### config.mk
export PLATFORM = sky130hd
export DESIGN_NAME = sample_accum_bank
export DESIGN_NICKNAME = d
export VERILOG_FILES = /design/src/rtl/accum_pkg.sv /design/src/rtl/sat_add.sv /design/src/rtl/sample_accum_bank.sv
export SDC_FILE = /design/constraint.sdc
export NUM_CORES = 1
export LEC_CHECK = 0
export CAP_MARGIN = 20
export CORE_ASPECT_RATIO = 1.5
export CORE_MARGIN = 4
export CORE_UTILIZATION = 35
export CTS_CLUSTER_DIAMETER = 60
export DETAILED_ROUTE_END_ITERATION = 10
export DONT_BUFFER_PORTS = 1
export SLEW_MARGIN = 40
export SYNTH_ARGS = -nofsm -noshare
export SYNTH_HDL_FRONTEND = slang
export SYNTH_SLANG_ARGS = --single-unit
export TNS_END_PERCENT = 100
### constraint.sdc
create_clock -name clk -period 3.75 [get_ports clk]
set_input_delay 0.75 -clock clk [delete_from_list [all_inputs] [get_ports clk]]
set_output_delay 0.75 -clock clk [all_outputs]
set_load 0.05 [all_outputs]
### src/rtl/accum_pkg.sv
// Shared types and constants for the sample accumulator bank.
//   accum_state_e : controller states (IDLE, ACCUM, DRAIN)
//   DEF_*         : default parameter values
//   idx_w()       : index width for an n-entry space, never below 1 bit
package accum_pkg;

  typedef enum logic [1:0] {
    IDLE  = 2'd0,
    ACCUM = 2'd1,
    DRAIN = 2'd2
  } accum_state_e;

  localparam int unsigned DEF_DW     = 4;
  localparam int unsigned DEF_AW     = 11;
  localparam int unsigned DEF_ROWS   = 2;
  localparam int unsigned DEF_COLS   = 4;
  localparam int unsigned DEF_FRAMES = 3;

  function automatic int unsigned idx_w(input int unsigned n);
    return (n > 1) ? $clog2(n) : 1;
  endfunction

endpackage

### src/rtl/sat_add.sv
// Combinational saturating adder: acc + zero-extended din, clamped to 2^AW-1.
//   acc : current accumulator value (AW bits)
//   din : unsigned sample (DW bits, DW <= AW)
//   sum : saturated result (AW bits)
//   ovf : high when the true sum exceeded 2^AW-1
module sat_add #(
  parameter int unsigned AW = 11,
  parameter int unsigned DW = 4
) (
  input  logic [AW-1:0] acc,
  input  logic [DW-1:0] din,
  output logic [AW-1:0] sum,
  output logic          ovf
);

  // One extra bit catches the carry out of the accumulator range.
  logic [AW:0] full;

  assign full = {1'b0, acc} + (AW+1)'(din);
  assign ovf  = full[AW];
  assign sum  = ovf ? {AW{1'b1}} : full[AW-1:0];

endmodule

### src/rtl/sample_accum_bank.sv
// Accumulates a sample stream into a ROWS x COLS bank of saturating
// accumulators over FRAMES full passes, then drains the bank one entry per
// valid/ready handshake in row-major order.
//   clk, rst              : clock, asynchronous active-high reset
//   start, clr            : leave IDLE / synchronous clear to IDLE
//   in_valid/in_ready     : sample handshake, in_data sample
//   out_valid/out_ready   : drain handshake, out_idx/out_data entry
//   frame_done            : one-cycle pulse after the final drain beat
//   sat_seen              : sticky saturation flag
module sample_accum_bank
  import accum_pkg::*;
#(
  parameter int unsigned DW     = DEF_DW,
  parameter int unsigned AW     = DEF_AW,
  parameter int unsigned ROWS   = DEF_ROWS,
  parameter int unsigned COLS   = DEF_COLS,
  parameter int unsigned FRAMES = DEF_FRAMES
) (
  input  logic                           clk,
  input  logic                           rst,
  input  logic                           start,
  input  logic                           clr,
  input  logic                           in_valid,
  output logic                           in_ready,
  input  logic [DW-1:0]                  in_data,
  output logic                           out_valid,
  input  logic                           out_ready,
  output logic [idx_w(ROWS*COLS)-1:0]    out_idx,
  output logic [AW-1:0]                  out_data,
  output logic                           frame_done,
  output logic                           sat_seen
);

  localparam int unsigned N      = ROWS * COLS;
  localparam int unsigned IDX_W  = idx_w(N);
  localparam int unsigned ROW_W  = idx_w(ROWS);
  localparam int unsigned COL_W  = idx_w(COLS);
  localparam int unsigned PASS_W = idx_w(FRAMES);

  localparam logic [IDX_W-1:0]  LAST_IDX  = IDX_W'(N - 1);
  localparam logic [PASS_W-1:0] LAST_PASS = PASS_W'(FRAMES - 1);

  accum_state_e state, next_state;

  logic [IDX_W-1:0]  wr_ptr, rd_ptr;
  logic [PASS_W-1:0] pass;
  logic [AW-1:0]     bank [ROWS][COLS];

  logic [ROW_W-1:0]  wr_row, rd_row;
  logic [COL_W-1:0]  wr_col, rd_col;
  logic [AW-1:0]     add_sum;
  logic              add_ovf;
  logic              accept, drain_fire, wr_last, rd_last;

  // Flat row-major pointers split into bank coordinates.
  assign wr_row = ROW_W'(wr_ptr / IDX_W'(COLS));
  assign wr_col = COL_W'(wr_ptr % IDX_W'(COLS));
  assign rd_row = ROW_W'(rd_ptr / IDX_W'(COLS));
  assign rd_col = COL_W'(rd_ptr % IDX_W'(COLS));

  assign accept     = in_valid && in_ready;
  assign drain_fire = out_valid && out_ready;
  assign wr_last    = (wr_ptr == LAST_IDX);
  assign rd_last    = (rd_ptr == LAST_IDX);

  sat_add #(
    .AW (AW),
    .DW (DW)
  ) u_sat_add (
    .acc (bank[wr_row][wr_col]),
    .din (in_data),
    .sum (add_sum),
    .ovf (add_ovf)
  );

  // State register.
  always_ff @(posedge clk or posedge rst) begin
    if (rst) state <= IDLE;
    else     state <= next_state;
  end

  // Next-state logic; clr overrides every other transition.
  always_comb begin
    next_state = state;
    case (state)
      IDLE:    if (start) next_state = ACCUM;
      ACCUM:   if (accept && wr_last && (pass == LAST_PASS)) next_state = DRAIN;
      DRAIN:   if (drain_fire && rd_last) next_state = IDLE;
      default: next_state = IDLE;
    endcase
    if (clr) next_state = IDLE;
  end

  // Handshake and drain outputs; data/index read as zero outside DRAIN.
  always_comb begin
    in_ready  = 1'b0;
    out_valid = 1'b0;
    out_idx   = '0;
    out_data  = '0;
    case (state)
      ACCUM: in_ready = 1'b1;
      DRAIN: begin
        out_valid = 1'b1;
        out_idx   = rd_ptr;
        out_data  = bank[rd_row][rd_col];
      end
      default: ;
    endcase
  end

  // Bank, pointers, pass counter and status flags.
  always_ff @(posedge clk or posedge rst) begin
    if (rst) begin
      for (int r = 0; r < ROWS; r++)
        for (int c = 0; c < COLS; c++)
          bank[r][c] <= '0;
      wr_ptr     <= '0;
      rd_ptr     <= '0;
      pass       <= '0;
      sat_seen   <= 1'b0;
      frame_done <= 1'b0;
    end else if (clr) begin
      for (int r = 0; r < ROWS; r++)
        for (int c = 0; c < COLS; c++)
          bank[r][c] <= '0;
      wr_ptr     <= '0;
      rd_ptr     <= '0;
      pass       <= '0;
      sat_seen   <= 1'b0;
      frame_done <= 1'b0;
    end else begin
      frame_done <= drain_fire && rd_last;
      if (accept) begin
        bank[wr_row][wr_col] <= add_sum;
        if (add_ovf) sat_seen <= 1'b1;
        wr_ptr <= wr_last ? '0 : wr_ptr + IDX_W'(1);
        if (wr_last) pass <= (pass == LAST_PASS) ? '0 : pass + PASS_W'(1);
      end
      // Drained entries are zeroed so the next run starts from a clean bank.
      if (drain_fire) begin
        bank[rd_row][rd_col] <= '0;
        rd_ptr <= rd_last ? '0 : rd_ptr + IDX_W'(1);
      end
    end
  end

  // An accepted sample must carry known data.
  always_ff @(posedge clk) begin
    if (!rst && in_valid && in_ready) assert (!$isunknown(in_data));
  end

endmodule

# Word level (Yosys, flattened, before mapping)
# Index checks and enable logic that the tools add are counted.
[word_totals]
out_inout_bits = 18
word_cells = 106
regBits = 100
in_bits = 10
[op_classes]
add_sub_neg = 4
n_eq_ne = 8
n_reduce_logical = 17
n_mux = 49
bitwise = 6
order_cmp = 8
[ops]
columns = ["op", "n"]
rows = [
  ["$mux 44", 8],
  ["$mux 88", 4],
  ["$and 88x88->88", 1],
  ["$bwmux 88", 1],
  ["$demux 44 s1", 2],
  ["$mux 11", 8],
  ["$not 88->88", 1],
  ["$bmux 11 s2", 2],
  ["$demux 11 s2", 2],
  ["$mux 3", 7],
  ["$mux 2", 8],
  ["$add 11x4->12", 1],
  ["$logic_and 1x1->1", 9],
  ["$ne 3x3->1 const B", 3],
  ["$reduce_bool 2->1", 4],
  ["$add 3x1->3 const B", 2],
  ["$eq 3x3->1 const B", 2],
  ["$ge 3x3->1 const B", 2],
  ["$lt 3x1->1 const B", 2],
  ["$mux 1", 6],
  ["$not 2->3", 2],
  ["$pmux 2 s3", 1],
  ["$eq 2x2->1 const B", 2],
  ["$ge 2x2->1 const B", 2],
  ["7 further kinds", 10],
]

# Depth between registers and ports, before layout
[depth]
depth_word = 15
mapped_depth = 14

# Modules after synthesis
# A second synthesis with hierarchy kept.
[hier_totals]
hier_cells = 704
area_unflattened_um2 = 6351.1
[modules_own_cells]
columns = ["module", "area_per_inst_um2", "seq_area_each_um2", "cells_each", "n_inst"]
rows = [
  ["sample_accum_bank", 6004.5, 2502.4, 654, 1],
  ["sat_add", 346.6, 0.0, 50, 1],
]

# Worst setup path before layout
# Ideal clock, no wire load.
[synth_path]
kind = "reg-to-reg"
start = "register wr_ptr[2]"
end = "register bank[87] (netlist bit)"
setup_ps = 150
t_required_ps = 3600
setup_slack_ps = 105
synth_period_minus_slack_ps = 3645
arrival_ps = 3495
path_buffers = 3
stages_incl_launch_ff = 15
cell_sequence = "dfrtp_1 > buf_6 > buf_4 > buf_1 > mux4_2 > nand2_1 > nand2_1 > ha_1 > fa_1 > a21o_1 > a21oi_1 > nor3_1 > nand3_1 > mux2i_1 > a211oi_1"
[synth_between]
elab_chain_len = 15
[synth_rtl]
columns = ["item", "line_no", "rtl"]
rows = [
  ["from (decl)", "sample_accum_bank.sv:45", "logic [IDX_W-1:0] wr_ptr, rd_ptr;"],
  ["from (signal assigned)", "sample_accum_bank.sv:136", "wr_ptr <= wr_last ? '0 : wr_ptr + IDX_W'(1);"],
  ["$not 1->2 (implied by the code) *", "sample_accum_bank.sv:70, sample_accum_bank.sv:134", ""],
  ["$mux 44 (implied by the code) (3 in series)", "sample_accum_bank.sv:70", ".acc (bank[wr_row][wr_col]),"],
  ["$bmux 11 s2", "sample_accum_bank.sv:70", ""],
  ["$mux 11 (implied by the code) (2 in series)", "sample_accum_bank.sv:70", ""],
  ["$add 11x4->12", "sat_add.sv:19", "assign full = {1'b0, acc} + (AW+1)'(din);"],
  ["$mux 11", "sat_add.sv:21", "assign sum = ovf ? {AW{1'b1}} : full[AW-1:0];"],
  ["$bwmux 88 *", "sample_accum_bank.sv:134", "bank[wr_row][wr_col] <= add_sum;"],
  ["$mux 88 *", "sample_accum_bank.sv:133", "if (accept) begin"],
  ["$mux 88 *", "sample_accum_bank.sv:122", "end else if (clr) begin"],
  ["$and 88x88->88 (no source line)", "--", ""],
  ["$mux 88 *", "sample_accum_bank.sv:140", "if (drain_fire) begin"],
  ["$mux 88 *", "sample_accum_bank.sv:122", ""],
  ["to (signal, indexed assignment)", "sample_accum_bank.sv:134", ""],
  ["to (decl)", "sample_accum_bank.sv:47", "logic [AW-1:0] bank [ROWS][COLS];"],
]
# Every way passes the cells marked *; elsewhere a longest branch is shown, timed or not. The select of a mux whose other input is x is not followed.
# A chain may end at the register's enable or synchronous reset.

# Final worst setup path
[layout_path]
start = "register wr_ptr[2]"
end = "register bank[61] (netlist bit)"
# The elaborated chain is that of the path after synthesis.

==> summary.md <==
| Metric | Value |
|---|---|
| Reg-to-Reg End | `bank[61]` |
| Achievable Freq | `0.288 GHz` |
| PwrDens | `343 nW/µm²` |
| Total track usage | `0.194` |
| Post-CTS sizing | `0` |
| HP Class | `in -> async` |
| Final nets | `588` |
| Mapped Nets | `590` |
| WS Path Type | `reg -> reg` |
| Clock share of power | `0.408` |
| Num CTS Buffers | `9` |
| Min Tclk post-route | `3.48 ns` |
| RePlAce Congestion | `0.875` |
| Layout area overhead | `10.2%` |
| Post-synth cell types | `48` |
| Fin Setup TNS | `0 ns` |
| Fillers | `1603` |
| Placeable Area | `16800 µm²` |
| Input/output buffers | `0` |
| Detailed Place HPWL | `12200 µm` |
| Max Cap Violations | `0` |
| Critical Path RT | `4.00 ns` |
| P_int | `1.69 mW` |
| RSZ-0062 raised after global routing | `false` |
| Die height | `169 µm` |
| Yosys reg bits | `100` |
| Final setup fails | `0` |
| Element type at the critical path end | `flop` |
| Mapped Cells | `563` |
| Worst-path clk slew | `0.08 ns` |
| DRT iter0 DRCs | `412` |
| Post-place instance area | `6350 µm²` |
| Flop2flop setup slack | `0.27 ns` |
| Pre-antenna DRT Iters | `5` |
| Final period utilization | `0.927` |
| Row count | `58` |
| Post-CTS Setup Inserts | `0` |
| Maximum vdd ir drop | `202 µV` |
| Final Power | `2.28 mW` |
| Sw frac | `0.260` |
| Cts hold-fix bufs | `0` |
| Worst path arrival time | `3.72 ns` |
| Worst r2r path cells | `11` |
| Max Clock Skew | `0.0110 ns` |
| Final hold vios | `0` |
| CTS tree | `built` |
| Worst-Skew Late Latency | `0.35 ns` |
| H-tree levels | `3` |
| Crit start category | `flop` |
| Vias in the first global route | `4868` |
| Register area share after synthesis | `0.415` |
| Switching pwr | `0.593 mW` |
| Clk sink count | `100` |
| Die Wd | `115 µm` |
| Vias per cell | `6.02` |
| Mapped Avg Cell Area | `10.7 µm²` |
| Worst Tran Pin Value | `0.818 ns` |
| Mapped Area | `6040 µm²` |
| Synth warn | `0` |
| Diodes inserted | `0` |
| Pin count of the biggest net entering global routing | `58` |
| Final Max Tran Viols | `0` |
| Fin area | `6650 µm²` |
| Pleak | `2.68 nW` |
| Vias | `4665` |
| Initial antenna violation count | `0` |
| ANT nets after route | `0` |
| Wire per inst | `23.2 µm` |
| Remaining Overflow, GRT | `0` |
| Initial Util | `0.359` |
| First-pass GRT wire length | `28600 µm` |
| Status | `finished, final reports clean` |
| DR DRC count | `0` |
| CTS root buffer | `clkbuf_16` |
| Drt total wl | `18000 µm` |
| RR Startpoint | `wr_ptr[2]` |
| Share of cells above drive strength 1 | `0.223` |
| Worst-path fanout max | `8` |
| Worst Hold Slack | `0.311 ns` |
| IO Pins | `28` |
| Relative slew slack | `0.454` |
| Sequential share of power | `0.485` |
| Comb pwr share | `0.107` |
| Maximum buffer depth of the clock tree | `2` |
| Die Footprint | `19500 µm²` |
==> through the flow <==
stage               utilization  instances  setup slack (ns)
floorplan                     -        563             0.105
global placement          0.377        760             0.373
detailed placement        0.377        760             0.294
CTS                       0.395        775             0.249
global route              0.395        775            0.0203
finish                    0.395        775             0.274
==> worst max path at each step <==
stage / to / slack (ns) / cells past startpoint / start
detailed placement: bank[61] / 0.29 / 11 / wr_ptr[2]
floorplan: bank[87] / 0.11 / 14 / wr_ptr[2]
global route: bank[61] / 0.02 / 11 / wr_ptr[2]
CTS: bank[61] / 0.25 / 11 / wr_ptr[2]
finish: bank[61] / 0.27 / 11 / wr_ptr[2]
global placement: bank[85] / 0.37 / 11 / wr_ptr[2]
==> layer usage <==
metal	global-route usage	wire, µm
met5	0	0
met4	0.0935	800
met3	0.0232	968
met2	0.331	9440
met1	0.240	6790
==> cells in the mapped netlist, drive strengths merged <==
master	count	area (µm²)
nor2	88	428
buf	17	91.3
nand2b	3	18.8
o31ai	8	60.1
a21o	8	60.1
and2	3	18.8
fa	1	20.0
a21oi	46	234
a22oi	8	60.1
inv	6	22.5
mux2	3	33.8
o21a	1	7.51
and2b	1	7.51
xnor2	3	26.3
clkbuf	28	105
mux2i	7	90.1
and4b	1	10.0
clkinv	2	7.51
nor3b	1	12.5
nand2	61	229
o21ai	17	85.1
a211oi	50	420
or3	1	11.3
a31o	4	35.0
nor2b	2	12.5
or3b	6	52.6
o32ai	1	8.76
xor2	2	17.5
nand3	7	35.0
nor4	1	6.26
and3	7	43.8
nand3b	2	15.0
a31oi	2	12.5
mux4	44	1010
ha	16	200
dfrtp	100	2500
and3b	1	8.76
nor3	4	20.0
==> final cells by class <==
class,count,area (µm²),share of cell area
inverter,8,35.0,0.00527
clock buffer,9,225,0.0339
tap,210,263,0.0395
multi-input combinational,410,3320,0.499
timing repair buffer,32,240,0.0361
sequential,100,2500,0.376
clock inverter,6,66.3,0.00997
==> power groups by stage <==
stage / sequential (mW) / combinational [mW] / clock [mW]
6_report: 1.10 / 0.243 / 0.931
5_1_grt: 1.11 / 0.264 / 0.988
3_3_place_gp: 1.12 / 0.239 / 0
4_1_cts: 1.10 / 0.244 / 0.941
3_5_place_dp: 1.13 / 0.243 / 0
2_1_floorplan: 1.12 / 0.188 / 0
==> critical path: stages, from the launching register on <==
cell and delay (ns):
dfrtp_1 0.67, mux4_2 0.57, nand2_1 0.09, nand2_1 0.06, ha_1 0.21, fa_1 0.43, a21o_1 0.20, a21oi_1 0.24
nor3_1 0.14, xnor2_1 0.45, nor2_8 0.09, a211oi_1 0.24
==> cells in the final DEF (no fill, tap or decap), types with 9 or more instances in the layout <==
cell	instances
a211oi_2	9
a211oi_1	41
o21ai_0	17
buf_4	32
mux4_2	40
a21oi_1	44
dfrtp_1	100
ha_1	16
clkbuf_16	9
nand2_1	61
nor2_1	82
==> registers in the layout, indices dropped and copies added (netlist names) <==
signal      flops
bank           88
frame_done      1
pass            2
rd_ptr          3
sat_seen        1
state           2
wr_ptr          3
==> kinds of logic (layout without fill, tap and decap cells) <==
| kind of cell | Yosys count | after routing | synth area share |
|---|---|---|---|
| XOR/XNOR | 5 | 5 | 0.00726 |
| flip-flops | 100 | 100 | 0.415 |
| multiplexers | 54 | 54 | 0.187 |
| adder cells (fa/ha/maj) | 17 | 17 | 0.0365 |
| buffers and inverters | 53 | 55 | 0.0375 |
| AND/OR/NAND/NOR | 189 | 189 | 0.154 |
| AO/OA/AOI/OAI | 145 | 145 | 0.163 |
No activity file was read; power rests on OpenSTA's default activity.
